==> config.mk <==
export PLATFORM = sky130hd
export DESIGN_NAME = nabp_fill_process_scheduler_flat
export DESIGN_NICKNAME = d
export VERILOG_FILES = /design/src/rtl/nabp_fill_process_scheduler_if.sv /design/src/rtl/nabp_fill_process_scheduler.sv /design/src/flat_wrapper.sv
export SDC_FILE = /design/constraint.sdc
export NUM_CORES = 1
export LEC_CHECK = 0
export BUFFER_PORTS_ARGS = -buffer_cell sky130_fd_sc_hd__buf_4
export CAP_MARGIN = 0
export CORE_ASPECT_RATIO = 0.75
export CORE_UTILIZATION = 53
export CTS_CLUSTER_DIAMETER = 100
export DETAILED_ROUTE_END_ITERATION = 7
export PLACE_DENSITY = 0.74
export SETUP_SLACK_MARGIN = 0.4
export SLEW_MARGIN = 20
export SYNTH_ARGS = -nofsm -noshare
export SYNTH_HDL_FRONTEND = slang
export SYNTH_SLANG_ARGS = --single-unit
==> constraint.sdc <==
create_clock -name clk -period 1.9 [get_ports clk]
set_input_delay 0 -clock clk [delete_from_list [all_inputs] [get_ports clk]]
set_output_delay 0 -clock clk [all_outputs]
set_load 0.01 [all_outputs]
==> src/rtl/nabp_fill_process_scheduler_if.sv <==
// Bundles the host, addresser, filter and processing handshakes of the fill/process scheduler.
interface nabp_fill_process_scheduler_if #(
    parameter int unsigned kAngleLength = 8
);
    localparam int unsigned AngW = kAngleLength;

    logic            hs_kick;
    logic            hs_done;
    logic [AngW-1:0] sa_angle;
    logic            sa_has_next_angle;
    logic            sa_next_angle;
    logic            fl_kick;
    logic            fl_bank;
    logic [AngW-1:0] fl_angle;
    logic            fl_done;
    logic            pr_kick;
    logic            pr_bank;
    logic [AngW-1:0] pr_angle;
    logic            pr_done;

    // Scheduler side
    modport master (
        input  hs_kick, sa_angle, sa_has_next_angle, fl_done, pr_done,
        output hs_done, sa_next_angle, fl_kick, fl_bank, fl_angle,
               pr_kick, pr_bank, pr_angle
    );

    // Host / addresser / filter / processing side
    modport slave (
        output hs_kick, sa_angle, sa_has_next_angle, fl_done, pr_done,
        input  hs_done, sa_next_angle, fl_kick, fl_bank, fl_angle,
               pr_kick, pr_bank, pr_angle
    );
endinterface

==> src/rtl/nabp_fill_process_scheduler.sv <==
// Ping-pong scheduler for the two-bank filtered RAM: one bank fills with the
// next angle while the other is processed, angles consumed strictly in order.
module nabp_fill_process_scheduler #(
    parameter int unsigned kAngleLength = 8
) (
    input  logic                          clk,
    input  logic                          reset,
    nabp_fill_process_scheduler_if.master bus_io
);
    localparam int unsigned AngW = kAngleLength;

    typedef enum logic {idle_s, run_s} state_e;
    typedef enum logic [1:0] {bank_empty, bank_filling, bank_full, bank_busy} bank_st_e;

    state_e          state_q, state_d;
    bank_st_e        bank_st_q  [2];
    bank_st_e        bank_st_d  [2];
    logic [AngW-1:0] bank_ang_q [2];
    logic [AngW-1:0] bank_ang_d [2];
    logic            wr_bank_q, wr_bank_d;
    logic            rd_bank_q, rd_bank_d;
    logic            fill_out_q, fill_out_d;
    logic            proc_out_q, proc_out_d;
    logic            exhausted_q, exhausted_d;
    logic            primed_q, primed_d;

    logic            hs_done_q, hs_done_d;
    logic            sa_next_q, sa_next_d;
    logic            fl_kick_q, fl_kick_d;
    logic            fl_bank_q, fl_bank_d;
    logic [AngW-1:0] fl_angle_q, fl_angle_d;
    logic            pr_kick_q, pr_kick_d;
    logic            pr_bank_q, pr_bank_d;
    logic [AngW-1:0] pr_angle_q, pr_angle_d;

    // State, bank bookkeeping and registered outputs
    always_ff @(posedge clk) begin
        if (reset) begin
            state_q     <= idle_s;
            for (int i = 0; i < 2; i++) begin
                bank_st_q[i]  <= bank_empty;
                bank_ang_q[i] <= '0;
            end
            wr_bank_q   <= 1'b0;
            rd_bank_q   <= 1'b0;
            fill_out_q  <= 1'b0;
            proc_out_q  <= 1'b0;
            exhausted_q <= 1'b0;
            primed_q    <= 1'b0;
            hs_done_q   <= 1'b0;
            sa_next_q   <= 1'b0;
            fl_kick_q   <= 1'b0;
            fl_bank_q   <= 1'b0;
            fl_angle_q  <= '0;
            pr_kick_q   <= 1'b0;
            pr_bank_q   <= 1'b0;
            pr_angle_q  <= '0;
        end else begin
            state_q     <= state_d;
            bank_st_q   <= bank_st_d;
            bank_ang_q  <= bank_ang_d;
            wr_bank_q   <= wr_bank_d;
            rd_bank_q   <= rd_bank_d;
            fill_out_q  <= fill_out_d;
            proc_out_q  <= proc_out_d;
            exhausted_q <= exhausted_d;
            primed_q    <= primed_d;
            hs_done_q   <= hs_done_d;
            sa_next_q   <= sa_next_d;
            fl_kick_q   <= fl_kick_d;
            fl_bank_q   <= fl_bank_d;
            fl_angle_q  <= fl_angle_d;
            pr_kick_q   <= pr_kick_d;
            pr_bank_q   <= pr_bank_d;
            pr_angle_q  <= pr_angle_d;
        end
    end

    // Next-state: fill and process issue/retire can all happen in one cycle
    // because they always touch different banks (FILLING vs BUSY/FULL/EMPTY).
    always_comb begin
        state_d     = state_q;
        bank_st_d   = bank_st_q;
        bank_ang_d  = bank_ang_q;
        wr_bank_d   = wr_bank_q;
        rd_bank_d   = rd_bank_q;
        fill_out_d  = fill_out_q;
        proc_out_d  = proc_out_q;
        exhausted_d = exhausted_q;
        primed_d    = primed_q;
        hs_done_d   = 1'b0;
        sa_next_d   = 1'b0;
        fl_kick_d   = 1'b0;
        fl_bank_d   = fl_bank_q;
        fl_angle_d  = fl_angle_q;
        pr_kick_d   = 1'b0;
        pr_bank_d   = pr_bank_q;
        pr_angle_d  = pr_angle_q;

        case (state_q)
            idle_s: begin
                if (bus_io.hs_kick) begin
                    state_d      = run_s;
                    sa_next_d    = 1'b1;
                    primed_d     = 1'b1;
                    bank_st_d[0] = bank_empty;
                    bank_st_d[1] = bank_empty;
                    wr_bank_d    = 1'b0;
                    rd_bank_d    = 1'b0;
                    fill_out_d   = 1'b0;
                    proc_out_d   = 1'b0;
                    exhausted_d  = 1'b0;
                end
            end
            run_s: begin
                // Fill waits one cycle after any addresser advance so sa_angle has settled
                if (primed_q && !fill_out_q && !exhausted_q &&
                    bank_st_q[wr_bank_q] == bank_empty && !sa_next_q) begin
                    fl_kick_d             = 1'b1;
                    fl_bank_d             = wr_bank_q;
                    fl_angle_d            = bus_io.sa_angle;
                    bank_st_d[wr_bank_q]  = bank_filling;
                    bank_ang_d[wr_bank_q] = bus_io.sa_angle;
                    fill_out_d            = 1'b1;
                end
                if (fill_out_q && bus_io.fl_done) begin
                    bank_st_d[wr_bank_q] = bank_full;
                    wr_bank_d            = ~wr_bank_q;
                    fill_out_d           = 1'b0;
                    if (bus_io.sa_has_next_angle) begin
                        sa_next_d = 1'b1;
                    end else begin
                        exhausted_d = 1'b1;
                    end
                end
                if (!proc_out_q && bank_st_q[rd_bank_q] == bank_full) begin
                    pr_kick_d            = 1'b1;
                    pr_bank_d            = rd_bank_q;
                    pr_angle_d           = bank_ang_q[rd_bank_q];
                    bank_st_d[rd_bank_q] = bank_busy;
                    proc_out_d           = 1'b1;
                end
                if (proc_out_q && bus_io.pr_done) begin
                    bank_st_d[rd_bank_q] = bank_empty;
                    rd_bank_d            = ~rd_bank_q;
                    proc_out_d           = 1'b0;
                end
                if (exhausted_q && !fill_out_q && !proc_out_q &&
                    bank_st_q[0] == bank_empty && bank_st_q[1] == bank_empty) begin
                    hs_done_d = 1'b1;
                    primed_d  = 1'b0;
                    state_d   = idle_s;
                end
            end
            default: state_d = idle_s;
        endcase
    end

    assign bus_io.hs_done       = hs_done_q;
    assign bus_io.sa_next_angle = sa_next_q;
    assign bus_io.fl_kick       = fl_kick_q;
    assign bus_io.fl_bank       = fl_bank_q;
    assign bus_io.fl_angle      = fl_angle_q;
    assign bus_io.pr_kick       = pr_kick_q;
    assign bus_io.pr_bank       = pr_bank_q;
    assign bus_io.pr_angle      = pr_angle_q;
endmodule

==> src/flat_wrapper.sv <==
// flat-port wrapper written by rule: the top's interface ports become plain ports
module nabp_fill_process_scheduler_flat 
#(
    parameter int unsigned kAngleLength = 8
)
  (clk, reset, bus_io_hs_kick, bus_io_sa_angle, bus_io_sa_has_next_angle, bus_io_fl_done, bus_io_pr_done, bus_io_hs_done, bus_io_sa_next_angle, bus_io_fl_kick, bus_io_fl_bank, bus_io_fl_angle, bus_io_pr_kick, bus_io_pr_bank, bus_io_pr_angle);
  nabp_fill_process_scheduler_if #(.kAngleLength(kAngleLength)) bus_io_i ();
  input  logic clk;
  input  logic reset;
  input wire logic [$bits(bus_io_i.hs_kick)-1:0] bus_io_hs_kick;
  input wire logic [$bits(bus_io_i.sa_angle)-1:0] bus_io_sa_angle;
  input wire logic [$bits(bus_io_i.sa_has_next_angle)-1:0] bus_io_sa_has_next_angle;
  input wire logic [$bits(bus_io_i.fl_done)-1:0] bus_io_fl_done;
  input wire logic [$bits(bus_io_i.pr_done)-1:0] bus_io_pr_done;
  output wire logic [$bits(bus_io_i.hs_done)-1:0] bus_io_hs_done;
  output wire logic [$bits(bus_io_i.sa_next_angle)-1:0] bus_io_sa_next_angle;
  output wire logic [$bits(bus_io_i.fl_kick)-1:0] bus_io_fl_kick;
  output wire logic [$bits(bus_io_i.fl_bank)-1:0] bus_io_fl_bank;
  output wire logic [$bits(bus_io_i.fl_angle)-1:0] bus_io_fl_angle;
  output wire logic [$bits(bus_io_i.pr_kick)-1:0] bus_io_pr_kick;
  output wire logic [$bits(bus_io_i.pr_bank)-1:0] bus_io_pr_bank;
  output wire logic [$bits(bus_io_i.pr_angle)-1:0] bus_io_pr_angle;
  assign bus_io_i.hs_kick = bus_io_hs_kick;
  assign bus_io_i.sa_angle = bus_io_sa_angle;
  assign bus_io_i.sa_has_next_angle = bus_io_sa_has_next_angle;
  assign bus_io_i.fl_done = bus_io_fl_done;
  assign bus_io_i.pr_done = bus_io_pr_done;
  assign bus_io_hs_done = bus_io_i.hs_done;
  assign bus_io_sa_next_angle = bus_io_i.sa_next_angle;
  assign bus_io_fl_kick = bus_io_i.fl_kick;
  assign bus_io_fl_bank = bus_io_i.fl_bank;
  assign bus_io_fl_angle = bus_io_i.fl_angle;
  assign bus_io_pr_kick = bus_io_i.pr_kick;
  assign bus_io_pr_bank = bus_io_i.pr_bank;
  assign bus_io_pr_angle = bus_io_i.pr_angle;
  nabp_fill_process_scheduler #(.kAngleLength(kAngleLength)) u_core (.clk(clk), .reset(reset), .bus_io(bus_io_i));
endmodule
**Word-level counts from Yosys, hierarchy flattened**

Cells that the tools add are included.

- Eq/ne operators: 8
- Order comparisons: 4
- Multiplexer cells: 51
- Bitwise operators: 14
- Reduce and logical (&&, ||, !) cells: 29

Operators with widths:

| kind | count |
|---|---|
| $mux W4 | 8 |
| $mux W8 | 4 |
| $mux W1 | 18 |
| $bwmux W16 | 1 |
| $mux W2 | 8 |
| $pmux W1 S2 | 8 |
| $reduce_and A2 Y1 | 7 |
| $logic_and A1 B1 Y1 | 13 |
| $ne A2 B2 Y1 const B | 5 |
| $demux W8 S1 | 1 |
| $pmux W4 S2 | 1 |
| $logic_not A2 Y1 | 3 |
| $ne A3 B3 Y1 const B | 2 |
| $and A2 B2 Y2 | 2 |
| $and A4 B4 Y4 | 1 |
| $demux W2 S1 | 2 |
| $ge A2 B2 Y1 const B | 2 |
| $logic_not A1 Y1 | 4 |
| $lt A2 B1 Y1 const B | 2 |
| $not A1 Y2 | 2 |
| $not A2 Y2 | 2 |
| $not A4 Y4 | 1 |
| $or A2 B2 Y2 | 2 |
| $or A4 B4 Y4 | 1 |
| 4 further kinds | 6 |

- Register bits after elaboration: 49
- Word-level logic and storage cells: 125
- Bits of input ports: 14
- Output and inout port bits: 22

**Depth between registers and ports, before layout**

Gate-level depths: netlist of the first run.

- Depth after elaboration: 18
- Mapped depth: 6

**Least setup slack after synthesis of the first run**

OpenSTA, ideal clock, no wires.

- Kind: register -> register
- Start point: register u_core.rd_bank_q
- End point: register u_core.pr_angle_q[0], in the netlist u_core.bus_io.pr_angle[0]
- Arrival time: 1,244 ps
- Stages on the path, launching flop included: 7
- Data required time: 1,784 ps
- Library setup time: 116 ps
- Clock period less this slack: 1,360 ps
- Setup slack: 540 ps
- Path through: dfxtp_1 buf_6 and3b_1 buf_2 o21a_1 buf_4 o211a_1

- Cells in the longest elaborated chain, start to end: 7

RTL lines:

| element | line | source |
|---|---|---|
| from (decl) | nabp_fill_process_scheduler.sv:21 | `logic rd_bank_q, rd_bank_d;` |
| from (signal assigned) | nabp_fill_process_scheduler.sv:63 | `rd_bank_q <= rd_bank_d;` |
| $not A1 Y2 (implied by the code) * | nabp_fill_process_scheduler.sv:136, nabp_fill_process_scheduler.sv:139 |  |
| $mux W2 (implied by the code) (3 in series) | nabp_fill_process_scheduler.sv:136 | `if (!proc_out_q && bank_st_q[rd_bank_q] == bank_full) begin` |
| $eq A2 B2 Y1 | nabp_fill_process_scheduler.sv:136 |  |
| $logic_and A1 B1 Y1 | nabp_fill_process_scheduler.sv:136 |  |
| $reduce_and A2 Y1 (no source line) | - |  |
| to (signal assigned) | nabp_fill_process_scheduler.sv:75 | `pr_angle_q <= pr_angle_d;` |
| to (decl) | nabp_fill_process_scheduler.sv:34 | `logic [AngW-1:0] pr_angle_q, pr_angle_d;` |

Mark *: on every way between the ends. The rest lies on a longest branch, timed or not. The select of a mux whose other input is x is not followed.
A chain may end at the register's enable or synchronous reset.

**Final worst setup path of the first run**

- Start point: register u_core.wr_bank_q
- End point: register u_core.bank_ang_q[5] in the netlist's numbering

- Cells in the longest elaborated chain, start to end: 8

RTL lines:

| element | line | source |
|---|---|---|
| from (decl) | nabp_fill_process_scheduler.sv:20 | `logic wr_bank_q, wr_bank_d;` |
| from (signal assigned) | nabp_fill_process_scheduler.sv:62 | `wr_bank_q <= wr_bank_d;` |
| $not A1 Y2 (implied by the code) * | nabp_fill_process_scheduler.sv:118, nabp_fill_process_scheduler.sv:123 |  |
| $mux W2 (implied by the code) (3 in series) | nabp_fill_process_scheduler.sv:118 | `bank_st_q[wr_bank_q] == bank_empty && !sa_next_q) begin` |
| $logic_not A2 Y1 | nabp_fill_process_scheduler.sv:118 |  |
| $logic_and A1 B1 Y1 | nabp_fill_process_scheduler.sv:117 | `if (primed_q && !fill_out_q && !exhausted_q &&` |
| $logic_and A1 B1 Y1 | nabp_fill_process_scheduler.sv:118 |  |
| $reduce_and A2 Y1 (no source line) | - |  |
| to (signal assigned) | nabp_fill_process_scheduler.sv:61 | `bank_ang_q <= bank_ang_d;` |
| to (decl) | nabp_fill_process_scheduler.sv:18 | `logic [AngW-1:0] bank_ang_q [2];` |

Marks and branches as above.

==> impl.org, run 1 <==
** Global route
- Global route overflow :: 0
- Antenna violations before repair :: 0
- Maximum number of pins on one net before global-route repair :: 35
- The first global-routing pass estimated 6.69 mm of wire.
- Number of global-route vias before repair :: 1389
- Across every metal layer, demand over resource in global routing totals 20.9%.

** Floorplan
- For this configuration, the core starts out at a cell density of 56.8%.
- For this design the top-level I/O count stands at 36.
- The floorplan step set the die height to 56.8 um.
- The total area inside the core boundary comes to 3730 um2.
- The die covers 4260 um2.
- Number of rows in the core area :: 19
- Horiz. Die Dim :: 75 um

** Yosys
- Yosys warnings :: 0
- Yosys mapped a number of flops with a built-in enable equal to 0.
- Number of distinct library cells after synthesis :: 36
- Summed over its instances, the top area cell type makes up 46.3% of the synthesized netlist area.
- Post-synthesis sequential element count :: 49
- Post-Synthesis Net Count :: 234
- Synth Area in Simple Gates :: 18.7%
- Summing the areas of all fa, ha and maj instances in the mapped netlist gives 0% of the synthesized area.
- Ranked by total cell area, the synthesized netlist is headed by sky130_fd_sc_hd__dfxtp_1 46%, sky130_fd_sc_hd__mux2i_1 16%, sky130_fd_sc_hd__nand2_1 7.3%.
- Of the total synthesized cell area, the portion taken by XOR and XNOR cells is 0%.
- Each instance of the synthesized netlist takes up on average 9.63 um2.
- Most common cell in the synthesized netlist :: sky130_fd_sc_hd__dfxtp_1
- Cell types with the highest counts after synthesis :: 49 x sky130_fd_sc_hd__dfxtp_1, 41 x sky130_fd_sc_hd__nand2_1, 33 x sky130_fd_sc_hd__mux2i_1
- After technology mapping, the gate count stands at 220.
- The largest total area in the synthesized netlist belongs to sky130_fd_sc_hd__dfxtp_1.
- For this run, the register share of the synthesized area comes to 46.3%.
- In the synthesized netlist, mux cells make up 15.6% of the area.
- Post-synthesis async set-or-reset flop share :: 0%
- Main synth FF type :: sky130_fd_sc_hd__dfxtp_1
- After synthesis, the largest family of logic cells by area is simple AND/OR/NAND/NOR gates.
- After synthesis the cells add up to 2120 um2.
- The synthesized netlist devotes 14.6% of its cell area to compound gates.

** Clocking
- Buffers inserted during clock tree synthesis total 5.
- Clock Root Buffer :: sky130_fd_sc_hd__clkbuf_8
- Clk sinks :: 49
- Clock insertion delay at the later pin of the skew report :: 0.29 ns
- TritonCTS clock tree :: done
- Longest Clk Path Bufs :: 2
- The clock tree synthesis step divided the H-tree into 2 levels.
- Clock transition at path regs :: 0.08 ns

** Detailed routing
- Across all layers, the routed design uses 1673 vias.
- Avg WL per Cell :: 13.4 um
- Remaining routing DRC violations :: 0
- Routed WL :: 4.15 mm
- DRC marker count from the first detailed-route iteration :: 141
- Number of iterations in the first detailed-routing pass :: 4
- Number of routed nets with antenna violations :: 0
- Vias/cell :: 5.40

** Finish
- Area of all placed cells without fillers :: 2560 um2
- Count of filler cells inserted in the layout :: 311
- Across the whole layout, storage elements account for 982 um2.
- Number of antenna cells inserted :: 0
- After the last flow step, the layout net total stands at 271.
- P&R area growth vs syn :: 20.8%
- Fraction of final layout cells with drive strength greater than 1 :: 21.7%
- At the end of the flow the core is filled with cells to 68.6%.
- Multi-input gate area in the final layout :: 1060 um2

** Critical path
- Data arrival at the endpoint of the critical path :: 1.59 ns
- Worst setup path class :: flop to flop
- Top Family by Delay on Critical Path :: simple AND/OR/NAND/NOR gates
- Worst-path cell chain :: nor3b_4 > nand3_2 > mux2i_1
- Required time of the worst setup path :: 2.07 ns
- Along the worst path, the maximum fanout reaches 10.
- The worst setup path is launched from a flop.
- Largest stage delay, worst path :: 0.51 ns
- Buf/Inv on CP :: 0
- STA classifies the critical path endpoint as a flop.
- Among all stages on the critical path, the largest delay is contributed by sky130_fd_sc_hd__dfxtp_1.

** Power and ir drop
- The clock network is responsible for 31.8% of the overall power.
- Switching Fraction :: 22.9%
- Part of the power in combinational logic :: 8.9%
- Part of the power in registers :: 59.3%
- Total power draw :: 1.79 mW
- Leak pwr :: 1.18 nW
- Int Pwr :: 1.38 mW
- Total power density per cell area :: 701 nW/um2
- IR analysis of the VDD net gives a maximum drop of 0.692 mV.
- Net switching component of the power :: 411 uW

** STA
- Setup violations remaining at the end of the flow were counted as 0.
- Pins over their slew limit :: 0
- Setup repair after global routing could not meet its margin everywhere.
- Measured against its own limit, the worst slew margin works out to 63.7%.
- Tightest Pin Transition :: 0.542 ns
- The clock arrives with 0.00848 ns of skew.
- Highest clock frequency the design can meet :: 0.705 GHz
- Post-layout minimum cycle time :: 1.42 ns
- Endpoints failing hold :: 0
- Share of the clock period used by the worst path :: 74.7%
- Aggregate negative setup slack :: 0 ns

** Place
- Post-DP HPWL :: 2.99 mm
- Input and output buffers added on the ports amount to 35.
- The placed instances occupy a cell area of 2430 um2.
- Final RePlAce weighted congestion :: 0.814

** Status
- The flow ran to the end, and the final reports show no timing, DRC or antenna violations.

** Hold path
- Type of the most critical hold path :: input pin to flop

** Job
- Number of max-capacitance violations reported :: 0
==> tightest hold or removal path, delay by kind of cell <==
kind	cells	cell delay [ns]
multiplexers	1	0.12
AND/OR/NAND/NOR	1	0.07
buffers and inverters	1	0.08
==> timing repair <==
item / CTS / global route
hold endpoints to repair: 11 / 0
hold buffers: 2 / 0
setup endpoints to repair: 17 / 13
gates resized for setup: 3 / 3
pin swaps: 0 / 2
setup buffers: 0 / 1
==> through the flow <==
stage / setup slack [ns] / hold WS (ns) / cells
after floorplan: 0.540 / 0.0728 / 220
after global placement: 0.358 / 0.267 / 299
after detailed placement: 0.250 / 0.276 / 299
after CTS: 0.391 / 0.0127 / 309
after global routing: 0.379 / 0.0266 / 310
final: 0.481 / 0.0173 / 310
==> flip-flops by register name, summed over array words and instances, names as in the netlist, 4 cells and up <==
register	count
u_core.bank_ang_q	16
u_core.bus_io.fl_angle	8
u_core.bus_io.pr_angle	8
u_core.bank_st_q	4
==> cell type report <==
class / count / share of cell area, %
multi-input cells: 152 / 41.5
inverters: 4 / 0.587
well taps: 52 / 2.54
clock buffers: 8 / 3.13
flip-flops and latches: 49 / 38.4
repair buffers: 45 / 13.9
==> layer usage <==
layer / vias up / share of wire (%) / global-route usage, %
li1: 853 / - / -
met1: 783 / 55 / 32.6
met2: 35 / 40 / 27.7
met3: 2 / 4.2 / 6.10
met4: 0 / 0.60 / 4.85
met5: - / 0 / 0
==> power groups by stage <==
| stage | combinational [mW] | sequential [mW] | clock [mW] |
|---|---|---|---|
| after global routing | 0.173 | 1.07 | 0.640 |
| after detailed placement | 0.151 | 1.09 | 0 |
| final | 0.159 | 1.06 | 0.570 |
| after CTS | 0.156 | 1.06 | 0.588 |
| after floorplan | 0.0890 | 1.08 | 0 |
| after global placement | 0.149 | 1.09 | 0 |
==> cells by family after synthesis <==
logic type / count (synthesis)
mux: 33
buf+inv: 19
simple gates: 78
compound gates: 41
flops: 49
==> path summary, 6_finish.rpt <==
check | start | endpoint | slack [ns] | cells after the start
setup / recovery | u_core.wr_bank_q$_SDFFE_PP0P_ | u_core.bank_ang_q[5]$_SDFFE_PP0P_ | 0.48 | 3
hold / removal | bus_io_sa_angle[0] | u_core.bank_ang_q[0]$_SDFFE_PP0P_ | 0.02 | 3
setup reg to reg | u_core.wr_bank_q$_SDFFE_PP0P_ | u_core.bank_ang_q[5]$_SDFFE_PP0P_ | 0.48 | 3
hold reg to reg | u_core.bank_ang_q[10]$_SDFFE_PP0P_ | u_core.bank_ang_q[10]$_SDFFE_PP0P_ | 0.46 | 2
==> cells in the final DEF, fill, tap and decap left out, drive strengths merged, types with 2 or more instances in the layout <==
| cell | n |
|---|---|
| nor4b | 2 |
| nor2b | 4 |
| nor3b | 2 |
| dfxtp | 49 |
| clkbuf | 8 |
| buf | 43 |
| o21ai | 4 |
| o211ai | 10 |
| o211a | 10 |
| a31oi | 3 |
| a21oi | 6 |
| nand3 | 10 |
| mux2i | 33 |
| inv | 4 |
| and3b | 3 |
| o2111ai | 2 |
| dlygate4sd3 | 2 |
| nor2 | 10 |
| nand2 | 41 |
(Power assumes the default switching activity.)
==> run 2, diff against run 1 <==
- ABC_AREA: not set -> 1
- PLACE_DENSITY: 0.74 -> 0.75
- clock period: 1.9 -> 1.5 ns (I/O delays scaled with it)
==> impl.org, run 2 <==
** Critical path
- Largest stage delay, worst path :: 0.37 ns
- Worst setup path class :: flop to flop
- Data arrival at the endpoint of the critical path :: 1.65 ns
- Of all nets on the critical path, the largest fanout is 6.
- Among all stages on the critical path, the largest delay is contributed by sky130_fd_sc_hd__dfxtp_2.
- Traced cell by cell, the critical path runs through o21ai_2 > nand4_4 > nor2_4 > buf_6 > o21ai_1 > a21oi_1.
- CP startpoint kind :: flop
- Required time of the worst setup path :: 1.73 ns
- In this design, the largest share of critical-path delay is due to compound AO/OA/AOI/OAI gates.
- The worst setup path is captured at a flop.
- RR Startpoint :: u_core.bank_st_q[3]$_SDFFE_PP0P_
- Buf/Inv on CP :: 1
- Origin of the worst setup path :: u_core.bank_st_q[3]$_SDFFE_PP0P_

** Yosys
- Synth Area in Simple Gates :: 26.4%
- By area, the combinational part of the netlist is dominated by simple AND/OR/NAND/NOR gates.
- After synthesis the cells add up to 1960 um2.
- Post-synth EDFFs :: 0
- The portion of synthesized area spent on multiplexers is 0%.
- The synthesized netlist devotes 0% of its cell area to adder and majority cells.
- Avg Cell Area, Syn :: 7.67 um2
- The synthesized design contains 49 register bits.
- For this run, the number of Yosys warnings is 0.
- XOR/XNOR share of the synthesized area :: 0%
- Most common cell in the synthesized netlist :: sky130_fd_sc_hd__nand2_1
- Cell count after synthesis :: 256
- The synthesized netlist devotes 16.6% of its cell area to compound gates.
- In the post-synthesis netlist, the biggest area contributors are sky130_fd_sc_hd__dfxtp_1 50%, sky130_fd_sc_hd__nand2_1 11%, sky130_fd_sc_hd__nor2_1 7.6%.
- In the synthesized netlist the async set-or-reset flop fraction comes to 0%.
- Of the post-synthesis cell area, the dominant cell type holds 49.9%.
- Summed over all instances, the cell type with the most area after synthesis is sky130_fd_sc_hd__dfxtp_1.
- Counting distinct cell types in the post-synthesis netlist gives 30.
- Cell types with the highest counts after synthesis :: 56 x sky130_fd_sc_hd__nand2_1, 49 x sky130_fd_sc_hd__dfxtp_1, 40 x sky130_fd_sc_hd__nor2_1
- The most used flip-flop cell after synthesis is sky130_fd_sc_hd__dfxtp_1.
- Part of the Yosys area used for sequential elements :: 49.9%
- Post-Synthesis Net Count :: 270

** Global route
- Global routing used 27.9% of the available tracks across all layers.
- The initial antenna violation count was 0.
- The global routing stage identified its most utilized layer as met2.
- Met3 track demand over resource in global routing :: 5.52%
- Global route overflow :: 0
- For met2 alone, demand over resource in global routing was 43.0%.
- For met1 alone, demand over resource in global routing was 39.7%.
- The first global-routing pass estimated 8.16 mm of wire.
- The number of global-route vias before repair was 1722.
- Maximum number of pins on one net before global-route repair :: 30

** Power and ir drop
- Switching Fraction :: 25.4%
- Of the total power, combinational logic draws 14.6%.
- The analysis attributes to net switching a power of 740 uW.
- Dividing total power by cell area gives a power density of 966 nW/um2.
- Total power for the finished layout comes to 2.92 mW.
- Worst-case vdd ir drop :: 0.787 mV
- Part of the power in registers :: 46.8%
- The internal power of the cells totals 2.18 mW.
- In this run the static leakage power is 1.19 nW.
- In this run, the clock network consumes 38.6% of the power.

** Clocking
- TritonCTS built the clock tree.
- Clk sinks :: 49
- Clock transition at path regs :: 0.10 ns
- At the later pin of the worst-skew pair, clock insertion delay measures 0.31 ns.
- Counting along the longest clock path gives a buffer depth of 2.
- Clock Root Buffer :: sky130_fd_sc_hd__clkbuf_8
- Counting the buffers created by CTS gives 5.
- The H-tree was split into 2 levels.

** STA
- Hold is met by 0.0417 ns.
- Setup repair after global routing could not meet its margin everywhere.
- Setup-violating endpoint count in the final report :: 0
- Share of the clock period used by the worst path :: 94.8%
- Aggregate negative setup slack :: 0 ns
- The count of final max-slew check failures was 0.
- Endpoints failing hold :: 0
- Measured against its own limit, the worst slew margin works out to 63.1%.
- The smallest clock period supported by the final layout is computed as 1.42 ns.
- Highest clock frequency the design can meet :: 0.704 GHz
- On the final layout, the worst clock skew is 0.0137 ns.
- Setup ws final :: 0.0787 ns
- At the pin with the least slew margin, the transition time is 0.553 ns.

** Floorplan
- The floorplan step set the die width to 72.3 um.
- Overall die area :: 3960 um2
- For this configuration, the core starts out at a cell density of 57.4%.
- The floorplan step set the die height to 54.7 um.
- Number of rows in the core area :: 18
- Core Area :: 3420 um2
- During I/O placement, the number of pins put on the boundary was 36.

** Finish
- Leaving out fill and tap cells, the most frequent cells in the layout are 58 x sky130_fd_sc_hd__buf_4, 46 x sky130_fd_sc_hd__nand2_1, 40 x sky130_fd_sc_hd__dfxtp_1.
- Count of filler cells inserted in the layout :: 166
- Ranked by flip-flop count, first place goes to u_core.bank_ang_q.
- 0 antenna diodes ended up in the layout.
- At the end of the flow, the number of nets in the layout was 346.
- Fraction of final layout cells with drive strength greater than 1 :: 45.6%
- Compared with the post-synthesis result, the final layout area differs by 53.8%.
- Final non-filler cell total :: 383
- The finished cells cover 3020 um2.
- Fraction of the core area covered by cells at the end of the flow :: 88.3%
- Number of flip-flops under the largest register name :: 16
- The library cell used most frequently in the layout, excluding fill and tap cells, is sky130_fd_sc_hd__buf_4.

** Detailed routing
- Routed WL :: 7.48 mm
- Number of routed nets with antenna violations :: 0
- DRC marker count from the first detailed-route iteration :: 389
- The first TritonRoute pass finished after 6 iterations.
- Vias/cell :: 6.06
- For this block, the via count after detailed routing is 2321.
- For this run, design rule violations remaining after detail routing come to 0.
- Avg WL per Cell :: 19.5 um

** Place
- Routability-driven placement finished with a final weighted congestion of 0.881.
- Prior to clock tree synthesis, the placed netlist has a worst setup slack of 0.0790 ns.
- Port buffering added 35 buffers.
- Once placement completed, the tool counted placed cells totaling 336.
- Detailed placement ended at an HPWL of 3.06 mm.
- In this run the cell area measured after placement is 2290 um2.

** Hold path
- In this run the worst hold path is classified as input pin to flop.
- Startpoint of the worst hold path :: bus_io_sa_has_next_angle

** Job
- Number of max-capacitance violations reported :: 0

** Status
- Status :: complete, no violations
==> run 2: cell types whose count changed in the layout (fill, tap and decap cells not counted), sizes merged, moves of 11 or more <==
cell   change
nor2      +34
mux2i     -33
o21ai     +25
buf       +23
nand2     +17
inv       +14
a21oi     +11
==> run 2: repair_timing <==
action	CTS	global route
setup endpoints to repair	46	48
endpoints found under the hold margin	25	0
setup buffers	16	9
gates cloned	4	1
pin swaps	8	17
gates resized for setup	36	46
hold buffers	9	0
==> run 2: cell families after synthesis <==
kind of cell / count (synthesis)
AO/OA/AOI/OAI: 59
buffers and inverters: 31
flip-flops: 49
AND/OR/NAND/NOR: 117
==> run 2: worst paths after layout <==
| kind | to | slack [ns] | cells after the start |
|---|---|---|---|
| worst max-delay path | u_core.bank_ang_q[7]$_SDFFE_PP0P_ | 0.08 | 6 |
| worst min-delay path | u_core.bus_io.sa_next_angle$_SDFF_PP0_ | 0.04 | 3 |
| worst max register to register | u_core.bank_ang_q[7]$_SDFFE_PP0P_ | 0.08 | 6 |
| worst min register to register | u_core.bus_io.fl_angle[5]$_SDFFE_PP0P_ | 0.49 | 2 |
==> run 2: final cells by class <==
class / instances / area, um2 / area share [%]
inverter: 21 / 100 / 3.31
clock buffer: 5 / 68.8 / 2.28
tap: 50 / 62.6 / 2.07
multi-input combinational: 178 / 1060 / 35.0
clock inverter: 3 / 65.1 / 2.15
timing repair buffer: 75 / 649 / 21.5
sequential: 49 / 1010 / 33.3
timing repair inverter: 2 / 10.0 / 0.331
==> run 2: per-layer routing <==
metal  vias to the layer above  wire [um]
met5                         -          0
met4                         0        443
met3                        60        884
li1                        992          -
met2                       203       3340
met1                      1066       2820
==> run 2: worst min-delay path, stage by stage <==
cell and delay [ns]:
sky130_fd_sc_hd__buf_4 0.12, sky130_fd_sc_hd__nand2_1 0.12, sky130_fd_sc_hd__a211oi_2 0.09
==> run 2: power groups by stage <==
stage | Combinational [mW] | Sequential [mW] | Clock [mW]
after floorplan | 0.159 | 1.40 | 0
after global placement | 0.250 | 1.40 | 0
after detailed placement | 0.251 | 1.40 | 0
after CTS | 0.330 | 1.36 | 1.10
after global routing | 0.446 | 1.37 | 1.16
final | 0.426 | 1.36 | 1.13
==> run 3, diff against run 2 <==
- ABC_AREA: 1 -> not set
- CORE_MARGIN: not set -> 2
- PLACE_DENSITY: 0.75 -> 0.74
==> impl.org, run 3 (synthesis results as in run 1) <==
** Hold path
- The path class of the tightest hold or removal check is input pin to flop.

** Global route
- Global route overflow :: 0
- Number of global-route vias before repair :: 1613
- Global routing used 21.9% of the available tracks across all layers.
- Maximum number of pins on one net before global-route repair :: 47
- Wire length of the first global-routing pass :: 7.65 mm
- The initial antenna violation count is 0.

** STA
- Max_slew headroom :: 72.1%
- At the pin with the least slew margin, the transition time is 0.417 ns.
- Static timing analysis puts the maximum clock frequency at 0.733 GHz.
- Across the routed clock network, the largest skew measured is 0.00552 ns.
- Share of the clock period used by the worst path :: 90.9%
- Post-Route Hold Slack :: 0.00803 ns
- RSZ-0062 raised after global routing :: yes
- For the final routed database, the setup TNS stands at 0 ns.
- The count of final max-slew check failures is 0.
- Setup violations remaining at the end of the flow were counted as 0.
- Post-layout minimum cycle time :: 1.36 ns
- The final hold violation count is 0.

** Critical path
- The worst setup path is launched from a flop.
- Max stage delay cell, worst path :: sky130_fd_sc_hd__nor4b_4
- Required time of the worst setup path :: 1.71 ns
- Data arrival at the endpoint of the critical path :: 1.58 ns
- Nature of the critical path endpoint :: flop
- Worst setup path class :: flop to flop
- The critical path goes through nor4b_4 > buf_4 > buf_6 > a31oi_1 > o211ai_1.
- Critical path peak fanout :: 5
- On the worst path, the slowest cell contributes a delay of 0.38 ns.

** Power and ir drop
- Worst-case vdd ir drop :: 0.694 mV
- For this design the ratio of total power to cell area is 936 nW/um2.
- Leak pwr :: 1.31 nW
- Total power draw :: 2.69 mW

** Floorplan
- The floorplan step set the die width to 77 um.
- The initialized floorplan defines 19 standard-cell rows.
- The die is 58.8 um tall.
- Starting density of the core :: 56.4%
- Core Area :: 3760 um2
- Overall die area :: 4520 um2
- For this design the top-level I/O count stands at 36.

** Finish
- In the layout the commonest cells are 43 x sky130_fd_sc_hd__buf_4, 41 x sky130_fd_sc_hd__nand2_1, 40 x sky130_fd_sc_hd__dfxtp_1.
- Fill cells in the final layout number 265.
- The final layout contains 285 nets.
- Number of flip-flops under the largest register name :: 16
- Of the cells placed in the final design, the portion with a size suffix greater than 1 is 34.6%.
- The repair_antennas step left the layout with diodes totalling 0.
- Relative to the synthesized area, the layout overhead comes to 35.7%.
- Leaving out fill and tap cells, the most frequent cell in the layout is sky130_fd_sc_hd__buf_4.
- Final non-filler cell total :: 324
- Register name with the most flops :: u_core.bank_ang_q
- Fraction of the core area covered by cells at the end of the flow :: 76.5%

** Clocking
- Clock Root Buffer :: sky130_fd_sc_hd__clkbuf_8
- TritonCTS clock tree :: done
- Buffers inserted during clock tree synthesis total 5.
- Clock transition at path regs :: 0.09 ns
- Clock latency on the worst-skew pair, taken at its later pin, is 0.30 ns.
- Clk sinks :: 49
- Number of H-tree levels :: 2
- Longest Clk Path Bufs :: 2

** Detailed routing
- The pre-antenna-repair detailed-routing pass consisted of 4 iterations.
- Avg WL per Cell :: 15.3 um
- Remaining routing DRC violations :: 0
- Number of routed nets with antenna violations :: 0
- The detailed router placed 1771 vias in this run.
- Routed WL :: 4.96 mm
- Vias/cell :: 5.47
- DRC marker count from the first detailed-route iteration :: 100

** Place
- At the end of routability-driven placement, the weighted congestion stood at 0.799.
- Cell total after placement :: 305
- The wire-length estimate of the detail-placed layout is 3.08 mm.
- Buffers placed on the I/O ports in this run total 35.

** Status
- The flow ran to the end, and the final reports show no timing, DRC or antenna violations.

** Job
- Number of max-capacitance violations reported :: 0
-- run 3: worst paths after layout --
path | from | end | slack (ns) | cells past startpoint
worst min register to register | u_core.bus_io.pr_bank$_SDFFE_PP0P_ | u_core.bus_io.pr_bank$_SDFFE_PP0P_ | 0.46 | 2
worst min-delay path | bus_io_sa_angle[4] | u_core.bank_ang_q[4]$_SDFFE_PP0P_ | 0.008 | 3
worst max-delay path | u_core.bus_io.sa_next_angle$_SDFF_PP0_ | u_core.bank_st_q[2]$_SDFFE_PP0P_ | 0.14 | 5
worst max register to register | u_core.bus_io.sa_next_angle$_SDFF_PP0_ | u_core.bank_st_q[2]$_SDFFE_PP0P_ | 0.14 | 5
-- run 3: metal layers --
metal	part of all wire [%]	GRT usage, %
met1	48	32.1
met2	44	31.7
met3	5.8	4.60
met5	0	0
met4	1.8	8.42
-- run 3: where the power goes --
| part | internal, mW | switching [mW] |
|---|---|---|
| logic | 0.122 | 0.128 |
| clock network | 0.662 | 0.437 |
| registers | 1.32 | 0.0211 |
| total | 2.10 | 0.586 |
-- run 3: final cells by class --
| type | count | area, um2 | share of cell area [%] |
|---|---|---|---|
| Tap cell | 52 | 65.1 | 2.26 |
| Clock buffer | 5 | 68.8 | 2.39 |
| Inverter | 4 | 15.0 | 0.522 |
| Sequential cell | 49 | 1000 | 34.9 |
| Clock inverter | 3 | 65.1 | 2.26 |
| Timing Repair Buffer | 58 | 509 | 17.7 |
| Multi-Input combinational cell | 153 | 1150 | 40.0 |
-- run 3: worst max-delay path, delay by kind of cell (launching register included) --
family / cells / cell delay [ns]
AOI/OAI and AO/OA: 2 / 0.28
and+or+nand+nor: 1 / 0.38
buffers and inverters: 2 / 0.27
DFF: 1 / 0.34
-- run 3: through the flow --
stage               setup slack (ns)  instance area (um2)
floorplan                      0.189                 2140
global placement               0.170                 2490
detailed placement             0.141                 2490
CTS                            0.178                 2760
global route                  0.0387                 2870
finish                         0.136                 2870
-- run 3: what timing repair did --
| action | 4_1_cts | 5_1_grt |
|---|---|---|
| pin swaps | 15 | 11 |
| endpoints found under the setup margin | 43 | 46 |
| hold buffers | 2 | 0 |
| setup buffers | 2 | 2 |
| resized for setup | 31 | 21 |
| cloned | 0 | 5 |
| hold endpoints to repair | 11 | 0 |
